### src/rtl/sfixed_vec_pkg.sv
// sfixed_vec_pkg: shared widths, operand/response types and width helper for the sfixed vector multiply arbiter
package sfixed_vec_pkg;
  localparam int DEF_N_REQ = 4;
  localparam int DEF_A_LEFT = 3;
  localparam int DEF_A_RIGHT = 4;
  localparam int DEF_B_LEFT = 3;
  localparam int DEF_B_RIGHT = 4;
  localparam int DEF_OUT_LEFT = 7;
  localparam int DEF_OUT_RIGHT = 8;
  function automatic int fw(int l, int r);
    return l + r + 1;
  endfunction
  localparam int A_W = fw(DEF_A_LEFT, DEF_A_RIGHT);
  localparam int B_W = fw(DEF_B_LEFT, DEF_B_RIGHT);
  localparam int OUT_W = fw(DEF_OUT_LEFT, DEF_OUT_RIGHT);
  localparam int ID_W = $clog2(DEF_N_REQ);
  typedef logic [2:0][A_W-1:0] vec_a_t;
  typedef logic [2:0][B_W-1:0] vec_b_t;
  typedef struct packed {
    logic [ID_W-1:0] id;
    logic [OUT_W-1:0] x;
    logic [OUT_W-1:0] y;
    logic [OUT_W-1:0] z;
  } rsp_t;
endpackage

### src/rtl/rr_arbiter.sv
// rr_arbiter: round-robin arbiter, first request at or after ptr wins, ptr moves past the winner on grant
module rr_arbiter #(
  parameter int N_REQ = 4
) (
  input logic clk,
  input logic rst,
  input logic [N_REQ-1:0] req,
  input logic en,
  output logic [N_REQ-1:0] grant,
  output logic [$clog2(N_REQ)-1:0] grant_idx
);
  localparam int IW = $clog2(N_REQ);
  logic [IW-1:0] ptr, k;
  logic fire;
  always_comb begin
    grant_idx = '0;
    k = '0;
    for (int i = N_REQ - 1; i >= 0; i--) begin
      k = IW'((int'(ptr) + i) % N_REQ);
      grant_idx = req[k] ? k : grant_idx;
    end
  end
  assign fire = en && |req;
  assign grant = fire ? N_REQ'(1) << grant_idx : '0;
  always_ff @(posedge clk)
    if (rst) ptr <= '0;
    else if (fire) ptr <= (int'(grant_idx) == N_REQ - 1) ? '0 : grant_idx + 1'b1;
endmodule

### src/rtl/sfixed_mult_independent_9x9.sv
// sfixed_mult_independent_9x9: three independent signed 9x9 fixed-point multiplies with truncating, wrapping rescale
module sfixed_mult_independent_9x9 #(
  parameter int A_LEFT = 3,
  parameter int A_RIGHT = 4,
  parameter int B_LEFT = 3,
  parameter int B_RIGHT = 4,
  parameter int OUT_LEFT = 7,
  parameter int OUT_RIGHT = 8
) (
  input logic [3*(A_LEFT+A_RIGHT+1)-1:0] a,
  input logic [3*(B_LEFT+B_RIGHT+1)-1:0] b,
  output logic [3*(OUT_LEFT+OUT_RIGHT+1)-1:0] p
);
  localparam int AW = A_LEFT + A_RIGHT + 1;
  localparam int BW = B_LEFT + B_RIGHT + 1;
  localparam int OW = OUT_LEFT + OUT_RIGHT + 1;
  localparam int LSB = A_RIGHT + B_RIGHT - OUT_RIGHT;
  if (AW > 9 || BW > 9 || OUT_RIGHT > A_RIGHT + B_RIGHT || A_RIGHT + B_RIGHT + OUT_LEFT > 17) begin : g_bad
    $error("sfixed_mult_independent_9x9: illegal fixed-point format");
  end
  for (genvar i = 0; i < 3; i++) begin : g_lane
    logic signed [8:0] sa, sb;
    logic signed [17:0] pr;
    logic unused_pr;
    assign sa = 9'($signed(a[i*AW +: AW]));
    assign sb = 9'($signed(b[i*BW +: BW]));
    assign pr = sa * sb;
    assign unused_pr = ^pr;
    assign p[i*OW +: OW] = pr[LSB +: OW];
  end
endmodule

### src/rtl/sfixed_vec_mult_arbiter.sv
// sfixed_vec_mult_arbiter: round-robin sharing of one 3-lane signed fixed-point multiplier with a 2-stage tagged pipeline
module sfixed_vec_mult_arbiter import sfixed_vec_pkg::*; #(
  parameter int N_REQ = DEF_N_REQ,
  parameter int A_LEFT = DEF_A_LEFT,
  parameter int A_RIGHT = DEF_A_RIGHT,
  parameter int B_LEFT = DEF_B_LEFT,
  parameter int B_RIGHT = DEF_B_RIGHT,
  parameter int OUT_LEFT = DEF_OUT_LEFT,
  parameter int OUT_RIGHT = DEF_OUT_RIGHT
) (
  input logic clk,
  input logic rst,
  input logic [N_REQ-1:0] req_valid,
  output logic [N_REQ-1:0] req_ready,
  input logic [N_REQ*3*fw(A_LEFT, A_RIGHT)-1:0] req_a,
  input logic [N_REQ*3*fw(B_LEFT, B_RIGHT)-1:0] req_b,
  output logic rsp_valid,
  input logic rsp_ready,
  output logic [$clog2(N_REQ)-1:0] rsp_id,
  output logic [fw(OUT_LEFT, OUT_RIGHT)-1:0] rsp_x,
  output logic [fw(OUT_LEFT, OUT_RIGHT)-1:0] rsp_y,
  output logic [fw(OUT_LEFT, OUT_RIGHT)-1:0] rsp_z,
  output logic busy
);
  localparam int AW = fw(A_LEFT, A_RIGHT);
  localparam int BW = fw(B_LEFT, B_RIGHT);
  localparam int OW = fw(OUT_LEFT, OUT_RIGHT);
  localparam int IW = $clog2(N_REQ);
  if (N_REQ < 2 || N_REQ > 8) begin : g_bad
    $error("sfixed_vec_mult_arbiter: N_REQ must be 2..8");
  end
  logic s1_v, s2_v, s1_adv, s2_adv, accept;
  logic [IW-1:0] s1_id, g_idx;
  logic [3*AW-1:0] s1_a;
  logic [3*BW-1:0] s1_b;
  logic [3*OW-1:0] prod;
  assign s2_adv = !s2_v || (rsp_valid && rsp_ready);
  assign s1_adv = !s1_v || s2_adv;
  assign accept = |req_ready;
  assign rsp_valid = s2_v;
  assign busy = s1_v || s2_v;
  rr_arbiter #(.N_REQ(N_REQ)) u_arb (
    .clk(clk),
    .rst(rst),
    .req(req_valid),
    .en(s1_adv && !rst),
    .grant(req_ready),
    .grant_idx(g_idx)
  );
  sfixed_mult_independent_9x9 #(
    .A_LEFT(A_LEFT),
    .A_RIGHT(A_RIGHT),
    .B_LEFT(B_LEFT),
    .B_RIGHT(B_RIGHT),
    .OUT_LEFT(OUT_LEFT),
    .OUT_RIGHT(OUT_RIGHT)
  ) u_mul (
    .a(s1_a),
    .b(s1_b),
    .p(prod)
  );
  always_ff @(posedge clk)
    if (rst) begin
      s1_v <= 1'b0;
      s2_v <= 1'b0;
      s1_id <= '0;
      s1_a <= '0;
      s1_b <= '0;
      rsp_id <= '0;
      rsp_x <= '0;
      rsp_y <= '0;
      rsp_z <= '0;
    end else begin
      if (s1_adv) s1_v <= accept;
      if (accept) begin
        s1_id <= g_idx;
        s1_a <= req_a[int'(g_idx)*3*AW +: 3*AW];
        s1_b <= req_b[int'(g_idx)*3*BW +: 3*BW];
      end
      if (s2_adv) s2_v <= s1_v;
      if (s2_adv && s1_v) begin
        rsp_id <= s1_id;
        rsp_x <= prod[0 +: OW];
        rsp_y <= prod[OW +: OW];
        rsp_z <= prod[2*OW +: OW];
      end
    end
endmodule

### config.mk
export PLATFORM = sky130hd
export DESIGN_NAME = sfixed_vec_mult_arbiter
export DESIGN_NICKNAME = d
export VERILOG_FILES = /design/src/rtl/sfixed_vec_pkg.sv /design/src/rtl/rr_arbiter.sv /design/src/rtl/sfixed_mult_independent_9x9.sv /design/src/rtl/sfixed_vec_mult_arbiter.sv
export SDC_FILE = /design/constraint.sdc
export NUM_CORES = 1
export LEC_CHECK = 0
export BUFFER_PORTS_ARGS = -buffer_cell sky130_fd_sc_hd__buf_2
export CORE_UTILIZATION = 52
export CTS_CLUSTER_DIAMETER = 60
export DETAILED_ROUTE_END_ITERATION = 6
export GPL_ROUTABILITY_DRIVEN = 0
export PLACE_DENSITY = 0.8
export SYNTH_ARGS = -nofsm -noshare
export SYNTH_HDL_FRONTEND = slang
export SYNTH_SLANG_ARGS = --single-unit
### constraint.sdc
create_clock -name clk -period 4.1 [get_ports clk]
set_input_delay 0.41 -clock clk [delete_from_list [all_inputs] [get_ports clk]]
set_output_delay 0.41 -clock clk [all_outputs]
set_load 0.1 [all_outputs]
==> run metrics, run 1 <==
status finished, violations left; failing checks DRC, setup timing; final-layout fill cell count 1722; Setup TNS Final -0.4033 ns; Clock Path Buffers 2; clk sink count 104; router iterations before antenna repair 7; final setup fails 7; Tot GR Track Use 32.28%; RSZ-0062 raised after global routing true; layout cell share with drive strength beyond 1 33.00%; worst slew pin tran 1.069 ns; worst vdd ir 0.0002776 V; Logic pwr share 71.2%; largest net degree at the start of global routing 88; DRT iter0 DRCs 846; Netlist cell types 47; Final WS setup -0.1497 ns; mapped cell area 0.01247 mm2; CTS tree yes; Pleak 0.008303 uW; # diodes 0; Starting Density 53.12%; DR WL/cell 18.13 um; slew margin rel. 28.51%; Worst Path Required 4.38 ns; HPWL Detailed 29700 um; Synth Flop Type dfxtp_1; FFs w/ async S/R, synth 0%; IO Port Bufs 254; CTS H-Tree Depth 3; clock network power share 11.1%; type of the worst min-delay path in -> reg; critical path arrival 4.53 ns; vias in the first global route 12800; #FFs+latches synth 104; CTS Buf Count 9; via count 12260; Die H 156.9 um; Max Clk Rate 0.2353 GHz; P_sw 4181 uW; Final Cycle Share 103.7%; Vias per Instance 5.579; clk root buf clkbuf_16; GRT overflow 0; first-pass GRT wire length 61010 um; sequential share of power 17.7%; Crit Path Max Fanout 6; Clock Skews 0.009269 ns; initial antenna violation count 0; Yosys top cell by area fa_1; Row Count 56; most instantiated library cell after synthesis nand2_1; worst-skew pair later-pin latency 0.37 ns; final wirelength 39850 um; top cells by area, synth fa_1, dfxtp_1, ha_1; Die Span X 156.9 um; syn nets 1977; boundary pin count 255; min Tclk post-route 4.250 ns; Critical Setup Path Class reg -> reg; Max Slew Vio Count 0; Cell Int Power 4323 uW; Setup crit end kind register; final antenna-violating net count 0; Max Cap Viol 0; worst reg2reg setup slack -0.15 ns; Ys Warns 0; core box area 0.02347 mm2; Switching Share 49.16%; pwr dens 526.4 mW/mm2; total die area 0.02460 mm2; Synth top cells by count nand2_1, inv_1, fa_1; Nets 2329; Yosys top cell area share 26.49%; remaining routing DRC violations 4; Synth-to-Final Area Change 29.55%; Power Total 8504 uW; Clock transition at path regs 0.08 ns; Mapped Cells 1522; number of enable flip-flop cells after synthesis 0; final hold violation count 0; Worst Setup Start Kind register; register area share after synthesis 16.70%; Post-Syn Area per Cell 8.193 um2
-- metal layers --
layer	routed length (um)	global-route usage [%]	up-vias
li1	-	-	5521
met1	14110	33.57	6056
met2	21150	61.21	509
met3	2347	5.096	177
met4	2240	18.21	0
met5	0	0	-
-- worst max-delay path, cell delays in order, from the launching register on --
cell and delay [ns]:
dfxtp_2 0.34, buf_4 0.16, and2_4 0.16, ha_4 0.27, inv_2 0.07, buf_4 0.14
fa_1 0.47, inv_1 0.05, fa_1 0.53, inv_1 0.05, fa_1 0.38, inv_1 0.15
ha_4 0.23, o21a_1 0.21, o211ai_1 0.26, a21oi_1 0.12, a31oi_1 0.23, xnor2_1 0.12
a211oi_2 0.23
-- cell families after synthesis --
family,Yosys count,share of synthesized area (%)
xor+xnor,33,2.318
simple gates,551,20.98
mux,4,0.3512
compound gates,270,13.97
buf+inv,304,10.06
flops,104,16.70
fa+ha+maj,256,35.62
-- cell usage in the layout, fill, tap and decap left out, drive strengths merged, types with 4 or more instances in the layout --
| master | count |
|---|---|
| a211o | 51 |
| a211oi | 17 |
| a21o | 12 |
| a21oi | 143 |
| a31oi | 9 |
| and2 | 131 |
| buf | 405 |
| clkbuf | 10 |
| dfxtp | 104 |
| fa | 165 |
| ha | 91 |
| inv | 242 |
| nand2 | 292 |
| nand2b | 4 |
| nand3 | 9 |
| nand3b | 9 |
| nor2 | 41 |
| nor2b | 28 |
| nor3 | 15 |
| nor3b | 4 |
| nor4 | 7 |
| o211ai | 6 |
| o21a | 10 |
| o21ai | 9 |
| or3 | 7 |
| xnor2 | 30 |
-- power by group through the flow --
stage | sequential [uW] | combinational [uW] | clock (uW)
floorplan | 1890 | 2920 | 0
CTS | 1470 | 5380 | 945
finish | 1500 | 6060 | 944
global placement | 1460 | 4960 | 0
global route | 1530 | 6580 | 992
detailed placement | 1470 | 5130 | 0
-- timing repair --
item | CTS | global route
endpoints found under the setup margin | 21 | 21
endpoints found under the hold margin | 0 | 0
hold buffers | 0 | 0
pin swaps | 22 | 70
resized for setup | 95 | 141
setup buffers | 5 | 12
-- path summary, 6_finish.rpt --
check                            to  depth (start not counted)                  start
min reg2reg   rsp_z[8]$_SDFFE_PP0P_                          2  rsp_z[8]$_SDFFE_PP0P_
max reg2reg  rsp_z[15]$_SDFFE_PP0P_                         18  s1_a[23]$_SDFFE_PP0P_
max          rsp_z[15]$_SDFFE_PP0P_                         18  s1_a[23]$_SDFFE_PP0P_
min            s1_b[6]$_SDFFE_PP0P_                          4              req_b[78]
-- final cells by class --
cell class	count	area, um2	share of cell area, %
multi-input cells	1114	9889	61.22
repair buffers	405	2467	15.27
flip-flops and latches	104	2186	13.53
inverters	240	902.1	5.584
well taps	319	399.1	2.471
clock buffers	10	239.0	1.479
clock inverters	6	71.32	0.4415
-- through the flow --
step           hold slack [ns]  std cells  worst slack, ns  util [%]  cell area (um2)
3_3_place_gp            0.4366       2165         -0.08316     63.19            14830
6_report                0.3942       2198          -0.1497     68.82            16150
2_1_floorplan           0.4322       1522         -0.02316         -            12480
3_5_place_dp            0.4435       2165          -0.2412     63.19            14830
4_1_cts                 0.3953       2186         -0.04230     66.15            15530
5_1_grt                 0.4132       2198          -0.3265     68.82            16150
-- state kept, by name, summed over array words and instances, names as in the netlist --
signal     flops
rsp_x         16
s1_a          24
rsp_valid      1
s1_id          2
s1_v           1
rsp_z         16
u_arb.ptr      2
rsp_id         2
rsp_y         16
s1_b          24
Note: power is estimated with default switching activity, not from simulation.
==> inputs of run 2 (changes only) <==
--- a/config.mk
+++ b/config.mk
@@ -6,6 +6,7 @@
 export NUM_CORES = 1
 export LEC_CHECK = 0
 export BUFFER_PORTS_ARGS = -buffer_cell sky130_fd_sc_hd__buf_2
+export CORE_MARGIN = 10
 export CORE_UTILIZATION = 52
 export CTS_CLUSTER_DIAMETER = 60
 export DETAILED_ROUTE_END_ITERATION = 6
==> run 2 against run 1 <==
Net effect:
- the run ends with setup timing left
- core utilization increased by 0.25 points
- combinational power increased by 0.7%
- power increased by 2.1%
- cell area increased by 0.67%
- sequential share of layout area decreased by 0.059 points
- clock power increased by 12%
- first-iteration DRC count increased by 10%
- worst setup slack got worse by 0.087 ns
- global-route usage decreased by 6.4 points
- critical endpoint is now rsp_y[14]$_SDFFE_PP0P_
- largest cell class unchanged
- largest power group unchanged
==> run metrics, run 2 (same netlist as run 1, synthesis figures left out) <==
commonest non-fill, non-tap cell in the layout nand2_1 (unchanged); Max Slew Vio Count 0 (unchanged); cts hold-fix bufs 0 (unchanged); Tot GR Track Use 25.88% (was 32.28%); # diodes 0 (unchanged); CTS tree yes (unchanged); Setup crit end kind register (unchanged); FF-to-FF Start s1_a[13]$_SDFFE_PP0P_ (was s1_a[23]$_SDFFE_PP0P_); Switching Share 48.31% (was 49.16%); CP max stage cell fa_1 (unchanged); cell repeated most along the worst path fa_1; final hold violation count 0 (unchanged); Post-Layout Cell Count 2209 (was 2198); Die Span X 174.9 um (was 156.9 um); Final WS setup -0.2370 ns (was -0.1497 ns); Worst Path Required 4.36 ns (was 4.38 ns); sequential share of power 17.5% (was 17.7%); core box area 0.02354 mm2 (was 0.02347 mm2); Worst Setup Start Kind register (unchanged); pwr dens 533.7 mW/mm2 (was 526.4 mW/mm2); initial antenna violation count 0 (unchanged); type of the worst min-delay path in -> reg (unchanged); DRT iter0 DRCs 934 (was 846); boundary pin count 255 (unchanged); clock network power share 12.2% (was 11.1%); worst hold endpoint s1_b[14]$_SDFFE_PP0P_ (was s1_b[6]$_SDFFE_PP0P_); vias in the first global route 12560 (was 12800); Nets 2340 (was 2329); P_sw 4193 uW (was 4181 uW); final setup fails 14 (was 7); HPWL Detailed 31750 um (was 29700 um); Final Cycle Share 105.8% (was 103.7%); final-layout fill cell count 1773 (was 1722); Clock Path Buffers 2 (unchanged); IO Port Bufs 254 (unchanged); Crit Reg-Reg Endpoint rsp_y[14]$_SDFFE_PP0P_ (was rsp_z[15]$_SDFFE_PP0P_); Synth-to-Final Area Change 30.41% (was 29.55%); Die H 174.9 um (was 156.9 um); status finished, violations left (unchanged); Logic pwr share 70.3% (was 71.2%); worst slew pin tran 0.9219 ns (was 1.069 ns); biggest regs s1_a (24), s1_b (24) (unchanged); Crit. Startpoint s1_a[13]$_SDFFE_PP0P_ (was s1_a[23]$_SDFFE_PP0P_); Crit Path Max Fanout 4 (was 6); Hold Path Origin req_b[38] (was req_b[78]); via count 12070 (was 12260); total die area 0.03057 mm2 (was 0.02460 mm2); Clock Skews 0.009752 ns (was 0.009269 ns); Clock transition at path regs 0.08 ns (about the same); Power Total 8679 uW (was 8504 uW); first-pass GRT wire length 63700 um (was 61010 um); slew margin rel. 38.54% (was 28.51%); final antenna-violating net count 0 (unchanged); final wirelength 42320 um (was 39850 um); most frequent cells in the layout nand2_1, buf_2, inv_1 (unchanged); clk sink count 104 (unchanged); largest net degree at the start of global routing 97 (was 88); post-place setup slack -0.2063 ns (was -0.2412 ns); Largest stage delay, worst path 0.55 ns (was 0.53 ns); Pleak 0.008386 uW (was 0.008303 uW); worst vdd ir 0.0002658 V (was 0.0002776 V); R2R cell count 16 (was 18); clk root buf clkbuf_16 (unchanged); critical path arrival 4.60 ns (was 4.53 ns); worst-skew pair later-pin latency 0.37 ns (about the same); Max Cap Viol 0 (unchanged); CTS H-Tree Depth 3 (unchanged); DR WL/cell 19.16 um (was 18.13 um); worst reg2reg setup slack -0.24 ns (was -0.15 ns); Cell Int Power 4486 uW (was 4323 uW); critical path cell sequence buf_6 -> and2_4 -> fa_1 -> inv_1 -> fa_1 -> inv_1 -> fa_1 -> inv_1 -> fa_1 -> inv_2 -> ha_4 -> buf_4 -> o211ai_1 -> a211oi_2 -> or3_1 -> a32o_1 (was buf_4 -> and2_4 -> ha_4 -> inv_2 -> buf_4 -> fa_1 -> inv_1 -> fa_1 -> inv_1 -> fa_1 -> inv_1 -> ha_4 -> o21a_1 -> o211ai_1 -> a21oi_1 -> a31oi_1 -> xnor2_1 -> a211oi_2); failing checks setup timing (was DRC, setup timing); Starting Density 52.97% (was 53.12%); remaining routing DRC violations 0 (was 4); layout cell share with drive strength beyond 1 33.17% (was 33.00%); min Tclk post-route 4.337 ns (was 4.250 ns); Max Clk Rate 0.2306 GHz (was 0.2353 GHz); CTS Buf Count 9 (unchanged); GRT overflow 0 (unchanged); Row Count 56 (unchanged); router iterations before antenna repair 6 (was 7); worst hold stages 4 (unchanged); Critical Setup Path Class reg -> reg (unchanged); Vias per Instance 5.464 (was 5.579); RSZ-0062 raised after global routing true (unchanged); cell count after placement 2175 (was 2165)
[run 2: area by class of cell]
cell class	instances	area (um2)	share of cell area (%)
Sequential cell	104	2191	13.47
Clock inverter	7	126.4	0.7771
Tap cell	319	399.1	2.454
Inverter	240	904.6	5.563
Clock buffer	9	225.2	1.385
Multi-Input combinational cell	1114	9858	60.62
Timing Repair Buffer	416	2557	15.73
[run 2: what timing repair did]
action | in CTS | in global routing
endpoints found under the setup margin | 21 | 21
resized for setup | 137 | 109
setup buffers | 11 | 7
pin swaps | 48 | 63
[run 2: metal layers]
metal | track usage, % | wire, um
met1 | 26.45 | 14760
met2 | 50.68 | 23380
met3 | 4.635 | 2372
met4 | 9.855 | 1800
met5 | 0 | 0
[run 2: per-stage QoR]
step / hold WS (ns) / TNS [ns] / area [um2] / utilization, %
finish: 0.3900 / -1.056 / 16260 / 69.07
global route: 0.4156 / -3.123 / 16260 / 69.07
CTS: 0.3929 / -0.1952 / 15790 / 67.09
detailed placement: 0.4405 / -2.559 / 14920 / 63.37
global placement: 0.4382 / -0.6614 / 14920 / 63.37
floorplan: 0.4322 / -0.02316 / 12480 / -
[run 2: power by group through the flow]
stage          sequential [uW]  combinational [uW]  clock (uW)
6_report                  1520                6100        1060
5_1_grt                   1540                6640        1110
4_1_cts                   1490                5540        1060
3_5_place_dp              1480                5170           0
3_3_place_gp              1470                5010           0
2_1_floorplan             1890                2920           0
[run 2: how the worst max path moves through the flow]
stage | to | slack (ns) | cells past startpoint
after detailed placement | rsp_x[14]$_SDFFE_PP0P_ | -0.21 | 13
final | rsp_y[14]$_SDFFE_PP0P_ | -0.24 | 16
after floorplan | rsp_x[14]$_SDFFE_PP0P_ | -0.02 | 14
after CTS | rsp_y[14]$_SDFFE_PP0P_ | -0.08 | 15
after global placement | rsp_y[14]$_SDFFE_PP0P_ | -0.08 | 16
after global routing | rsp_y[14]$_SDFFE_PP0P_ | -0.34 | 16
[run 2: critical path: cells and delay by family (launching register included)]
family          cells  cell delay (ns)
fa+ha+maj           5             2.21
compound gates      3             0.65
simple gates        2             0.53
flops               1             0.35
buf+inv             6             0.49
==> inputs of run 3 (changes only) <==
--- a/config.mk
+++ b/config.mk
@@ -11,7 +11,7 @@
 export CTS_CLUSTER_DIAMETER = 60
 export DETAILED_ROUTE_END_ITERATION = 6
 export GPL_ROUTABILITY_DRIVEN = 0
-export PLACE_DENSITY = 0.8
+export PLACE_DENSITY_LB_ADDON = 0.25
 export SYNTH_ARGS = -nofsm -noshare
 export SYNTH_HDL_FRONTEND = slang
 export SYNTH_SLANG_ARGS = --single-unit
==> run 3 against run 2 <==
Net effect:
- the run ends with DRC, setup timing left
- register-to-register slack worse by 0.02 ns
- worst setup slack worse by 0.017 ns
- global-route usage down 0.055 points
- die area unchanged
- combinational power down 1%
- clock skew down 0.0012 ns
- critical endpoint is now rsp_x[15]$_SDFFE_PP0P_
- largest cell class unchanged
- largest power group unchanged
- highest routed layer unchanged
==> run metrics, run 3 (same netlist as run 1, synthesis figures left out) <==
final wirelength 40100 um (was 42320 um); min Tclk post-route 4.354 ns (was 4.337 ns); vias in the first global route 12700 (was 12560); Largest stage delay, worst path 0.55 ns (about the same); first-pass GRT wire length 63750 um (was 63700 um); Die H 174.9 um (unchanged); clk sink count 104 (unchanged); worst hold stages 4 (unchanged); CTS tree yes (unchanged); cell count after placement 2176 (was 2175); met2 wire len 21530 um (was 23380 um); Post-Layout Cell Count 2206 (was 2209); CTS H-Tree Depth 3 (unchanged); router iterations before antenna repair 7 (was 6); R2R cell count 15 (was 16); remaining routing DRC violations 4 (was 0); status finished, violations left (unchanged); Setup TNS Final -0.8786 ns (was -1.056 ns); Critical Setup Path Class reg -> reg (unchanged); type of the worst min-delay path in -> reg (unchanged); Worst Hold Margin 0.3801 ns (was 0.3900 ns); worst-skew pair later-pin latency 0.37 ns (about the same); core box area 0.02354 mm2 (unchanged); Max Cap Viol 0 (unchanged); Max Clk Rate 0.2297 GHz (was 0.2306 GHz); cell repeated most along the worst path fa_1 (unchanged); largest net degree at the start of global routing 98 (was 97); critical path arrival 4.63 ns (was 4.60 ns); HPWL Detailed 31320 um (was 31750 um); cts hold-fix bufs 0 (unchanged); RSZ-0062 raised after global routing true (unchanged); worst slew pin tran 0.9440 ns (was 0.9219 ns); DR WL met3 2093 um (was 2372 um); commonest non-fill, non-tap cell in the layout nand2_1 (unchanged); Pleak 0.008348 uW (was 0.008386 uW); Die Span X 174.9 um (unchanged); # diodes 0 (unchanged); uppermost layer routed met4 (unchanged); boundary pin count 255 (unchanged); GRT overflow 0 (unchanged); Final WS setup -0.2542 ns (was -0.2370 ns); failing checks DRC, setup timing (was setup timing); Tot GR Track Use 25.83% (was 25.88%); CP max stage cell fa_1 (unchanged); Hold Path Origin rsp_ready (was req_b[38]); Vias per Instance 5.351 (was 5.464); Worst Path Required 4.37 ns (was 4.36 ns); slew margin rel. 37.07% (was 38.54%); Final Cycle Share 106.2% (was 105.8%); biggest regs s1_a (24), s1_b (24) (unchanged); Clock Path Buffers 2 (unchanged); DRT iter0 DRCs 924 (was 934); final hold violation count 0 (unchanged); critical path cell sequence buf_6 -> and2_4 -> fa_1 -> fa_1 -> fa_1 -> inv_1 -> fa_1 -> inv_2 -> ha_4 -> o21a_1 -> o211ai_1 -> a21oi_1 -> a31oi_1 -> xnor2_1 -> a211oi_1 (was buf_6 -> and2_4 -> fa_1 -> inv_1 -> fa_1 -> inv_1 -> fa_1 -> inv_1 -> fa_1 -> inv_2 -> ha_4 -> buf_4 -> o211ai_1 -> a211oi_2 -> or3_1 -> a32o_1); Starting Density 52.97% (unchanged); final antenna-violating net count 0 (unchanged); WL met1 14650 um (was 14760 um); Synth-to-Final Area Change 29.24% (was 30.41%); Clock Skews 0.008568 ns (was 0.009752 ns); IO Port Bufs 254 (unchanged); Row Count 56 (unchanged); initial antenna violation count 0 (unchanged); final setup fails 10 (was 14); layout cell share with drive strength beyond 1 32.22% (was 33.17%); Finished Core Util 68.45% (was 69.07%); Clock transition at path regs 0.07 ns (was 0.08 ns); Nets 2337 (was 2340); clk root buf clkbuf_16 (unchanged); CTS Buf Count 9 (unchanged); Crit Path Max Fanout 5 (was 4); total die area 0.03057 mm2 (unchanged); worst vdd ir 0.0003621 V (was 0.0002658 V); Crit. Startpoint s1_a[4]$_SDFFE_PP0P_ (was s1_a[13]$_SDFFE_PP0P_); Max Slew Vio Count 0 (unchanged); pwr dens 531.1 mW/mm2 (was 533.7 mW/mm2); DR WL/cell 18.18 um (was 19.16 um); Worst Setup Start Kind register (unchanged); FF-to-FF Start s1_a[4]$_SDFFE_PP0P_ (was s1_a[13]$_SDFFE_PP0P_); most frequent cells in the layout nand2_1, buf_2, inv_1 (unchanged); Setup crit end kind register (unchanged); via count 11810 (was 12070)
-- run 3: cell types whose count changed in the layout (fill, tap and decap cells not counted), moves of 4 or more --
cell / previous run / this run
inv_1: 210 / 219
ha_1: 64 / 68
and2_4: 23 / 19
ha_4: 25 / 21
and2_1: 106 / 111
dfxtp_4: 23 / 18
dfxtp_2: 18 / 22
fa_2: 10 / 15
fa_1: 155 / 150
inv_2: 28 / 20
-- run 3: worst max-delay path, delay by kind of cell, from the launching register on --
family,cells,cell delay (ns)
fa+ha+maj,5,2.32
flops,1,0.36
buf+inv,3,0.25
xor+xnor,1,0.12
simple gates,1,0.15
compound gates,5,1.08
-- run 3: what timing repair did --
item | in CTS | in global routing
hold endpoints to repair | 0 | 0
gates cloned | 0 | 0
pin swaps | 31 | 62
buffers inserted | 8 | 6
endpoints found under the setup margin | 21 | 22
resized for setup | 114 | 95
-- run 3: layout make-up --
| class | instances | area (um2) |
|---|---|---|
| clock inverters | 5 | 103.9 |
| well taps | 319 | 399.1 |
| flip-flops and latches | 104 | 2177 |
| repair buffers | 413 | 2535 |
| inverters | 240 | 902.1 |
| fillers | 1909 | 7427 |
| multi-input cells | 1114 | 9756 |
| clock buffers | 11 | 242.7 |
-- run 3: per-layer routing --
layer	vias up	global-route usage [%]
li1	5542	-
met1	5781	28.12
met2	371	48.11
met3	111	4.354
met4	0	11.16
met5	-	0
-- run 3: worst paths after layout --
kind / slack [ns] / endpoint
setup / recovery: -0.25 / rsp_x[15]$_SDFFE_PP0P_
setup reg to reg: -0.25 / rsp_x[15]$_SDFFE_PP0P_
hold / removal: 0.38 / s1_v$_SDFFE_PP0N_
hold reg to reg: 0.45 / rsp_z[7]$_SDFFE_PP0P_
-- run 3: power breakdown --
| part | switching, uW | total (uW) | leakage (uW) | internal (uW) |
|---|---|---|---|---|
| clock network | 434 | 1050 | 0.000170 | 615 |
| logic | 3390 | 6020 | 0.00731 | 2630 |
| registers | 256 | 1490 | 0.000871 | 1240 |
-- run 3: stage by stage --
| stage | setup slack [ns] | cell area [um2] | total power [uW] |
|---|---|---|---|
| 2_1_floorplan | -0.02316 | 12480 | 4813 |
| 3_3_place_gp | -0.09038 | 14930 | 6576 |
| 3_5_place_dp | -0.1753 | 14930 | 6675 |
| 4_1_cts | -0.03473 | 15780 | 8120 |
| 5_1_grt | -0.3806 | 16120 | 9229 |
| 6_report | -0.2542 | 16120 | 8559 |
